==> src/rtl/seq_pkg.sv <==
// Shared opcodes, state encoding and strobe bundle for the hardwired datapath sequencer.
package seq_pkg;

  localparam logic [4:0] OP_LD   = 5'b00000;
  localparam logic [4:0] OP_LDI  = 5'b00001;
  localparam logic [4:0] OP_ST   = 5'b00010;
  localparam logic [4:0] OP_ADD  = 5'b00011;
  localparam logic [4:0] OP_SUB  = 5'b00100;
  localparam logic [4:0] OP_AND  = 5'b00101;
  localparam logic [4:0] OP_OR   = 5'b00110;
  localparam logic [4:0] OP_ADDI = 5'b01100;
  localparam logic [4:0] OP_BR   = 5'b10010;
  localparam logic [4:0] OP_JR   = 5'b10011;
  localparam logic [4:0] OP_NOP  = 5'b11010;
  localparam logic [4:0] OP_HALT = 5'b11011;

  localparam logic [4:0] ALU_ADD = 5'b00011;

  typedef enum logic [3:0] {
    S_IDLE, S_T0, S_T1, S_T2, S_T3, S_T4, S_T5, S_T6, S_T7, S_HALT
  } state_t;

  typedef struct packed {
    logic       PCout;
    logic       PCin;
    logic       IncPC;
    logic       MARin;
    logic       MDRin;
    logic       MDRout;
    logic       IRin;
    logic       Yin;
    logic       Zin;
    logic       Zlowout;
    logic       Read;
    logic       RAM_read;
    logic       RAM_write;
    logic       GRA;
    logic       GRB;
    logic       GRC;
    logic       Rin;
    logic       Rout;
    logic       BAout;
    logic       Cout;
    logic       CONin;
    logic [4:0] opcode;
  } strobes_t;

  function automatic logic is_defined(input logic [4:0] op);
    case (op)
      OP_LD, OP_LDI, OP_ST, OP_ADD, OP_SUB, OP_AND, OP_OR, OP_ADDI,
      OP_BR, OP_JR, OP_NOP, OP_HALT: is_defined = 1'b1;
      default:                       is_defined = 1'b0;
    endcase
  endfunction

endpackage

==> src/rtl/seq_step_decode.sv <==
// Combinational strobe decode for one control step: (state, opcode, con_ff) -> strobe vector.
module seq_step_decode
  import seq_pkg::*;
(
  input  state_t     state,
  input  logic [4:0] op,
  input  logic       con_ff,
  output strobes_t   strobes
);

  logic is_alu;
  logic is_imm;
  logic is_mem;

  assign is_alu = (op == OP_ADD) || (op == OP_SUB) || (op == OP_AND) || (op == OP_OR);
  assign is_imm = (op == OP_ADDI) || (op == OP_LDI);
  assign is_mem = (op == OP_LD) || (op == OP_ST);

  always_comb begin
    strobes = '0;
    case (state)
      S_T0: begin
        strobes.PCout = 1'b1;
        strobes.MARin = 1'b1;
        strobes.IncPC = 1'b1;
        strobes.Zin   = 1'b1;
      end
      S_T1: begin
        strobes.Zlowout  = 1'b1;
        strobes.PCin     = 1'b1;
        strobes.Read     = 1'b1;
        strobes.RAM_read = 1'b1;
        strobes.MDRin    = 1'b1;
      end
      S_T2: begin
        strobes.MDRout = 1'b1;
        strobes.IRin   = 1'b1;
      end
      S_T3: begin
        if (is_alu || op == OP_ADDI) begin
          strobes.GRB  = 1'b1;
          strobes.Rout = 1'b1;
          strobes.Yin  = 1'b1;
        end else if (op == OP_LDI || is_mem) begin
          strobes.GRB   = 1'b1;
          strobes.BAout = 1'b1;
          strobes.Yin   = 1'b1;
        end else if (op == OP_BR) begin
          strobes.GRA   = 1'b1;
          strobes.Rout  = 1'b1;
          strobes.CONin = 1'b1;
        end else if (op == OP_JR) begin
          strobes.GRA  = 1'b1;
          strobes.Rout = 1'b1;
          strobes.PCin = 1'b1;
        end
      end
      S_T4: begin
        if (is_alu) begin
          strobes.GRC    = 1'b1;
          strobes.Rout   = 1'b1;
          strobes.Zin    = 1'b1;
          strobes.opcode = op;
        end else if (is_imm || is_mem) begin
          strobes.Cout   = 1'b1;
          strobes.Zin    = 1'b1;
          strobes.opcode = ALU_ADD;
        end else if (op == OP_BR) begin
          strobes.PCout = 1'b1;
          strobes.Yin   = 1'b1;
        end
      end
      S_T5: begin
        if (is_alu || is_imm) begin
          strobes.Zlowout = 1'b1;
          strobes.GRA     = 1'b1;
          strobes.Rin     = 1'b1;
        end else if (is_mem) begin
          strobes.Zlowout = 1'b1;
          strobes.MARin   = 1'b1;
        end else if (op == OP_BR) begin
          strobes.Cout   = 1'b1;
          strobes.Zin    = 1'b1;
          strobes.opcode = ALU_ADD;
        end
      end
      S_T6: begin
        if (op == OP_LD) begin
          strobes.Read     = 1'b1;
          strobes.RAM_read = 1'b1;
          strobes.MDRin    = 1'b1;
        end else if (op == OP_ST) begin
          // Register data goes to MDR from the bus, so Read stays low.
          strobes.GRA   = 1'b1;
          strobes.Rout  = 1'b1;
          strobes.MDRin = 1'b1;
        end else if (op == OP_BR && con_ff) begin
          strobes.Zlowout = 1'b1;
          strobes.PCin    = 1'b1;
        end
      end
      S_T7: begin
        if (op == OP_LD) begin
          strobes.MDRout = 1'b1;
          strobes.GRA    = 1'b1;
          strobes.Rin    = 1'b1;
        end else if (op == OP_ST) begin
          strobes.RAM_write = 1'b1;
        end
      end
      default: ;
    endcase
  end

endmodule

==> src/rtl/datapath_sequencer.sv <==
// Hardwired Moore control unit: fetch T0-T2, execute T3-T7, one step per clock.
// Optional illegal-opcode trap is enabled by defining SEQ_ILLEGAL_TRAP_EN.
module datapath_sequencer
  import seq_pkg::*;
#(
  parameter int IR_W = 32
) (
  input  logic            clk,
  input  logic            clr,
  input  logic [IR_W-1:0] ir,
  input  logic            con_ff,
  input  logic            stop,
  output logic            PCout,
  output logic            PCin,
  output logic            IncPC,
  output logic            MARin,
  output logic            MDRin,
  output logic            MDRout,
  output logic            IRin,
  output logic            Yin,
  output logic            Zin,
  output logic            Zlowout,
  output logic            Read,
  output logic            RAM_read,
  output logic            RAM_write,
  output logic            GRA,
  output logic            GRB,
  output logic            GRC,
  output logic            Rin,
  output logic            Rout,
  output logic            BAout,
  output logic            Cout,
  output logic            CONin,
  output logic [4:0]      opcode,
  output logic            run
`ifdef SEQ_ILLEGAL_TRAP_EN
  ,
  output logic            illegal
`endif
);

  state_t     state, state_next;
  logic       armed;
  logic [4:0] op;
  logic       unused_ir;
  strobes_t   raw, gated;

  assign op        = ir[IR_W-1 -: 5];
  assign unused_ir = ^ir[IR_W-6:0];

  // armed is low in reset and for the cycle after release, so T0 is held one extra
  // clock with its strobes masked and the first real T0 follows the release.
  always_ff @(posedge clk or negedge clr) begin
    if (!clr) begin
      state <= S_T0;
      armed <= 1'b0;
    end else begin
      state <= state_next;
      armed <= 1'b1;
    end
  end

`ifdef SEQ_ILLEGAL_TRAP_EN
  always_ff @(posedge clk or negedge clr) begin
    if (!clr)                               illegal <= 1'b0;
    else if (state == S_T3 && !is_defined(op)) illegal <= 1'b1;
  end
  localparam logic TRAP = 1'b1;
`else
  localparam logic TRAP = 1'b0;
`endif

  always_comb begin
    state_t boundary;
    boundary   = stop ? S_IDLE : S_T0;
    state_next = state;
    case (state)
      S_IDLE: state_next = stop ? S_IDLE : S_T0;
      S_T0:   state_next = armed ? S_T1 : S_T0;
      S_T1:   state_next = S_T2;
      S_T2: begin
        if (op == OP_HALT)                  state_next = S_HALT;
        else if (op == OP_NOP)              state_next = boundary;
        else if (!is_defined(op) && !TRAP)  state_next = boundary;
        else                                state_next = S_T3;
      end
      S_T3: begin
        if (!is_defined(op))                state_next = TRAP ? S_HALT : boundary;
        else if (op == OP_JR)               state_next = boundary;
        else                                state_next = S_T4;
      end
      S_T4:   state_next = S_T5;
      S_T5:   state_next = (op == OP_LD || op == OP_ST || op == OP_BR) ? S_T6 : boundary;
      S_T6:   state_next = (op == OP_LD || op == OP_ST) ? S_T7 : boundary;
      S_T7:   state_next = boundary;
      S_HALT: state_next = S_HALT;
      default: state_next = S_T0;
    endcase
  end

  seq_step_decode u_decode (
    .state   (state),
    .op      (op),
    .con_ff  (con_ff),
    .strobes (raw)
  );

  assign gated     = armed ? raw : '0;
  assign run       = (state != S_IDLE) && (state != S_HALT);

  assign PCout     = gated.PCout;
  assign PCin      = gated.PCin;
  assign IncPC     = gated.IncPC;
  assign MARin     = gated.MARin;
  assign MDRin     = gated.MDRin;
  assign MDRout    = gated.MDRout;
  assign IRin      = gated.IRin;
  assign Yin       = gated.Yin;
  assign Zin       = gated.Zin;
  assign Zlowout   = gated.Zlowout;
  assign Read      = gated.Read;
  assign RAM_read  = gated.RAM_read;
  assign RAM_write = gated.RAM_write;
  assign GRA       = gated.GRA;
  assign GRB       = gated.GRB;
  assign GRC       = gated.GRC;
  assign Rin       = gated.Rin;
  assign Rout      = gated.Rout;
  assign BAout     = gated.BAout;
  assign Cout      = gated.Cout;
  assign CONin     = gated.CONin;
  assign opcode    = gated.opcode;

endmodule
==> config.mk <==
export PLATFORM = sky130hd
export DESIGN_NAME = datapath_sequencer
export DESIGN_NICKNAME = d
export VERILOG_FILES = /design/src/rtl/seq_pkg.sv /design/src/rtl/seq_step_decode.sv /design/src/rtl/datapath_sequencer.sv
export SDC_FILE = /design/constraint.sdc
export NUM_CORES = 1
export LEC_CHECK = 0
export CAP_MARGIN = 20
export CORE_MARGIN = 2
export CORE_UTILIZATION = 44
export CTS_BUF_LIST = sky130_fd_sc_hd__clkbuf_16
export DETAILED_ROUTE_END_ITERATION = 16
export PLACE_DENSITY = 0.95
export SYNTH_ARGS = -nofsm -noshare
export SYNTH_HDL_FRONTEND = slang
export SYNTH_HIERARCHICAL = 1
export SYNTH_SLANG_ARGS = --single-unit
export TNS_END_PERCENT = 10
==> constraint.sdc <==
create_clock -name clk -period 4.5 [get_ports clk]
set_clock_uncertainty 0.1 [all_clocks]
set_input_delay 0.9 -clock clk [delete_from_list [all_inputs] [get_ports clk]]
set_output_delay 0.9 -clock clk [all_outputs]
set_load 0.03 [all_outputs]
; After elaboration in Yosys (flattened, before gate mapping)
; Memory sizes are Yosys's and may differ from the RTL's.
; Cells that the tools add are included.
[totals]
ff_bits = 5
out_inout_bits = 27
mem_count = 2
mem_bits_ro = 64
[memory_table]
columns = name, words, width, rd, rd_clocked_by_memory_dff, write_ports, line
row1 = (no name shown), 32, 1, 1, 0, 0, seq_pkg.sv:49  ; case (op)
row2 = (no name shown), 32, 1, 1, 0, 0, seq_pkg.sv:49
[classes]
eq_ne = 21
n_reduce_logical = 16
n_mux = 75
[ops]
columns = cell, n
row1 = 1-bit 2-to-1 mux, 45
row2 = 4-bit one-hot mux with 9 select lines, 1
row3 = 26-bit 2-to-1 mux, 1
row4 = 5-bit equality test (second input constant), 4
row5 = 4-bit by 3-bit equality test with 1-bit output (second input constant), 4
row6 = 5-bit by 3-bit equality test with 1-bit output (second input constant), 3
row7 = 3-bit 2-to-1 mux, 5
row8 = 5-bit 2-to-1 mux, 3
row9 = 1-bit one-hot mux with 2 select lines, 7
row10 = 1-bit one-hot mux with 3 select lines, 4
row11 = 5-bit by 2-bit equality test with 1-bit output (second input constant), 2
row12 = 1-bit logical OR, 10
row13 = 5-bit one-hot mux with 2 select lines, 1
row14 = 4-bit by 2-bit equality test with 1-bit output (second input constant), 2
row15 = 4-bit equality test (second input constant), 2
row16 = 2-bit 2-to-1 mux, 4
row17 = 4-bit 2-to-1 mux, 2
row18 = 5-bit by 1-bit equality test with 1-bit output (second input constant), 1
row19 = 5-bit by 4-bit equality test with 1-bit output (second input constant), 1
row20 = 5-bit zero test, 1
row21 = 4-bit by 1-bit equality test with 1-bit output (second input constant), 1
row22 = 4-bit zero test, 1
row23 = 4-bit inequality test (second input constant), 1
row24 = 1-bit one-hot mux with 4 select lines, 1
row25 = other kinds (4), 5

; Depth between registers and ports, before layout
[depth]
word_depth = 8
mapped_depth = 7
ltp_nobuf = 5

; Cells and area by module
; Netlist, hierarchy kept.
[by_module_without_submodules]
columns = module, area_each_um2, instances, cells_per_inst
row1 = datapath_sequencer, 638.1, 1, 84
row2 = seq_step_decode, 590.6, 1, 94

; Worst setup path after synthesis
; OpenSTA, ideal clock, no wires.
[synth_timing]
path_kind = input to output
startpoint = input ir[30]
endpoint = output GRA
arrival_time_ns = 2.179
path_stages = 6
path_slack_ns = 1.321
required_time_ns = 3.500
path_buffers = 1
cell_sequence = buf_4 nor2_1 a221o_1 a22o_1 or3b_1 and2_1
[synth_lines]
columns = item, line
row1 = "start, declared", datapath_sequencer.sv:10  ; input logic [IR_W-1:0] ir,
row2 = "end, declared", datapath_sequencer.sv:26  ; output logic GRA,

==> impl_metrics.ini <==
[setup_path]
cp_max_fo = 19
crit_family = buffers and inverters
crit_buf_inv = 3
crit_path_cell_trace = clkdlybuf4s50_1 > buf_4 > nor4_1 > nand2_1 > nor3_1 > or3b_1 > and2_1 > clkdlybuf4s50_1
crit_path_frequent_cell = clkdlybuf4s50_1
required_ns = 3.50
crit_cells = 8
r2r_cells = 5
critPathLaunchType = input pin
crit_type = in2out
max_stage_delay_ns = 0.67
critPathSlowestCell = clkdlybuf4s50_1
worstPathArrival_ns = 3.39
end_kind = output pin

[power]
total_power_mw = 0.664
max-vdd-ir-drop_mv = 0.596
power_density_nw_per_um2 = 401
leakage_nw = 0.661

[synth]
netlist.area_leader.share_pct = 14.8
synthTopCellsByCount = and2_1, nor2_1, a21oi_1
ys_types = 57
netlist_instances = 178
synth_warnings = 6
synth_top_area_cell = and2_1
syn-cell-area_um2 = 1230
async_flop_share_pct = 100
synth_most_common_cell = and2_1
ys_seq_elements = 5
ys_seq_area_share_pct = 10.3
synth_ff_type = dfrtp_1
synth_area_leaders = and2_1, dfrtp_1, a21oi_1, nor2_1, nand2b_1
synth_edf_count = 0
avgSynthCellArea_um2 = 6.90

[detailed_routing]
routed_wl_um = 3080
ant_nets = 0
drtPass1Iterations = 4
dr.first_iter.drc_count = 41
drc_errors = 0
via_per_inst = 5.75
routed-wl-met3_um = 186
top_layer = met4
vias = 1385
wl_per_cell_um = 12.8
routed-wl-met2_um = 1560
drt-met1-wl_um = 1320

[global_routing]
grt_max_degree = 29
antenna_found_initial = 0
grtUsageTotal_pct = 19.4
grt_pass1_wl_um = 5160
first_global_vias = 1203
gr-total-overflow = 0

[finish]
final_area_um2 = 1650
finalNetCount = 247
drive_above_1_share_pct = 11.4
final_util_pct = 61.0
area_growth_pct = 34.5
layoutNonFillerInstCount = 241
antenna_cells = 0

[sta]
fin_setup_tns_ns = 0
fmax_mhz = 228
period_needed_ns = 4.39
whs_ns = 0.548
setup_violations = 0
final-hold-violation-count = 0
finalCritPeriodShare_pct = 97.7
finalMaxSlewViolations = 0
layout_setup_ws_ns = 0.105
tightest_slew_ns = 0.592
rsz0062_at_grt = false
max_slew_margin_pct = 60.5

[placement]
post-dp-hpwl_um = 2330
placed_cell_area_um2 = 1570
portBuffers = 33
gp_congestion = 0.904
place_worst_setup_slack_ns = 0.146
dp_cells = 237

[floorplan]
core_um2 = 2710
dieWidth_um = 56.8
rows = 19
start_util_pct = 45.3
io_pins = 63
die_h_um = 56.8
dieArea_um2 = 3230

[min_path]
hp-class = reg2reg
min_path_cells = 1

[status]
status = finished, final reports clean

[clocking]
cts_tree = yes
cts_setup_buffers = 0
cts_root_buffer = clkbuf_16
numCtsBuffers = 3
worstSkewPairLatency_ns = 0.22
clkTransAtPathRegs_ns = 0.03
holdBufCountCts = 0
h-tree-depth = 1
clk_path_buf_depth = 2
cts_sinks = 5
cts_resized = 0

[run]
max_cap_violations = 0
## layer usage
metal | up-vias | GRT usage [%]
met2 | 55 | 35.5
met1 | 631 | 24.0
met4 | 0 | 2.99
li1 | 697 | -
met3 | 2 | 3.23
met5 | - | 0
## placed cells by master, fill, tap and decap left out, drive strengths merged, types with 2 or more instances in the layout
master	Yosys	final
nand3	3	3
o211ai	2	2
nor2b	4	4
a21oi	12	12
or3b	3	3
o22ai	2	2
o31ai	2	2
nand2b	8	8
clkbuf	5	3
conb	2	3
clkdlybuf4s50	0	33
and2	30	30
buf	12	11
inv	6	7
o21ai	10	10
or4b	3	3
nor4b	3	3
nor3	8	8
dfrtp	4	4
or3	3	3
and3	2	2
a31oi	3	3
nor4	3	3
nor2	14	14
nand4bb	2	2
nand2	9	9
a22o	2	2
## flip-flops by register name, summed over array words and instances, names as in the netlist
register  flops
state         4
armed         1
## path summary, 6_finish.rpt
kind / startpoint / slack, ns / end
max in group asynchronous: clr / 3.25 / state[0]
min in group asynchronous: clr / 0.80 / state[2]
max: ir[27] / 0.11 / GRA
min: state[0] / 0.55 / state[3]
max reg2reg: state[2] / 2.65 / state[0]
min reg2reg: state[0] / 0.55 / state[3]
## worst register-to-register path, cell delays in order, from the launching register on
cell and delay, ns:
dfrtp_1 0.55, buf_4 0.29, or4b_4 0.49, a211oi_2 0.15, a21oi_1 0.09, nand4_1 0.11
## where the power goes
group / total [mW] / internal, mW / switching, mW / leakage (nW)
logic: 0.396 / 0.185 / 0.210 / 0.557
clock network: 0.143 / 0.115 / 0.0277 / 0.0423
registers: 0.125 / 0.0630 / 0.0621 / 0.0624
## cells by family after synthesis
group	share of synthesized area (%)
AO/OA/AOI/OAI	24.5
XOR/XNOR	1.43
buffers and inverters	10.8
flip-flops	10.3
other	0.611
AND/OR/NAND/NOR	52.3
## area by class of cell
cell class                      instances  area [µm²]
Clock buffer                            3        75.1
Clock inverter                          1        3.75
Fill cell                             253        1060
Inverter                                6        22.5
Multi-Input combinational cell        151         973
Sequential cell                         5         126
Tap cell                               31        38.8
Timing Repair Buffer                   44         413
(Power assumes the default switching activity.)
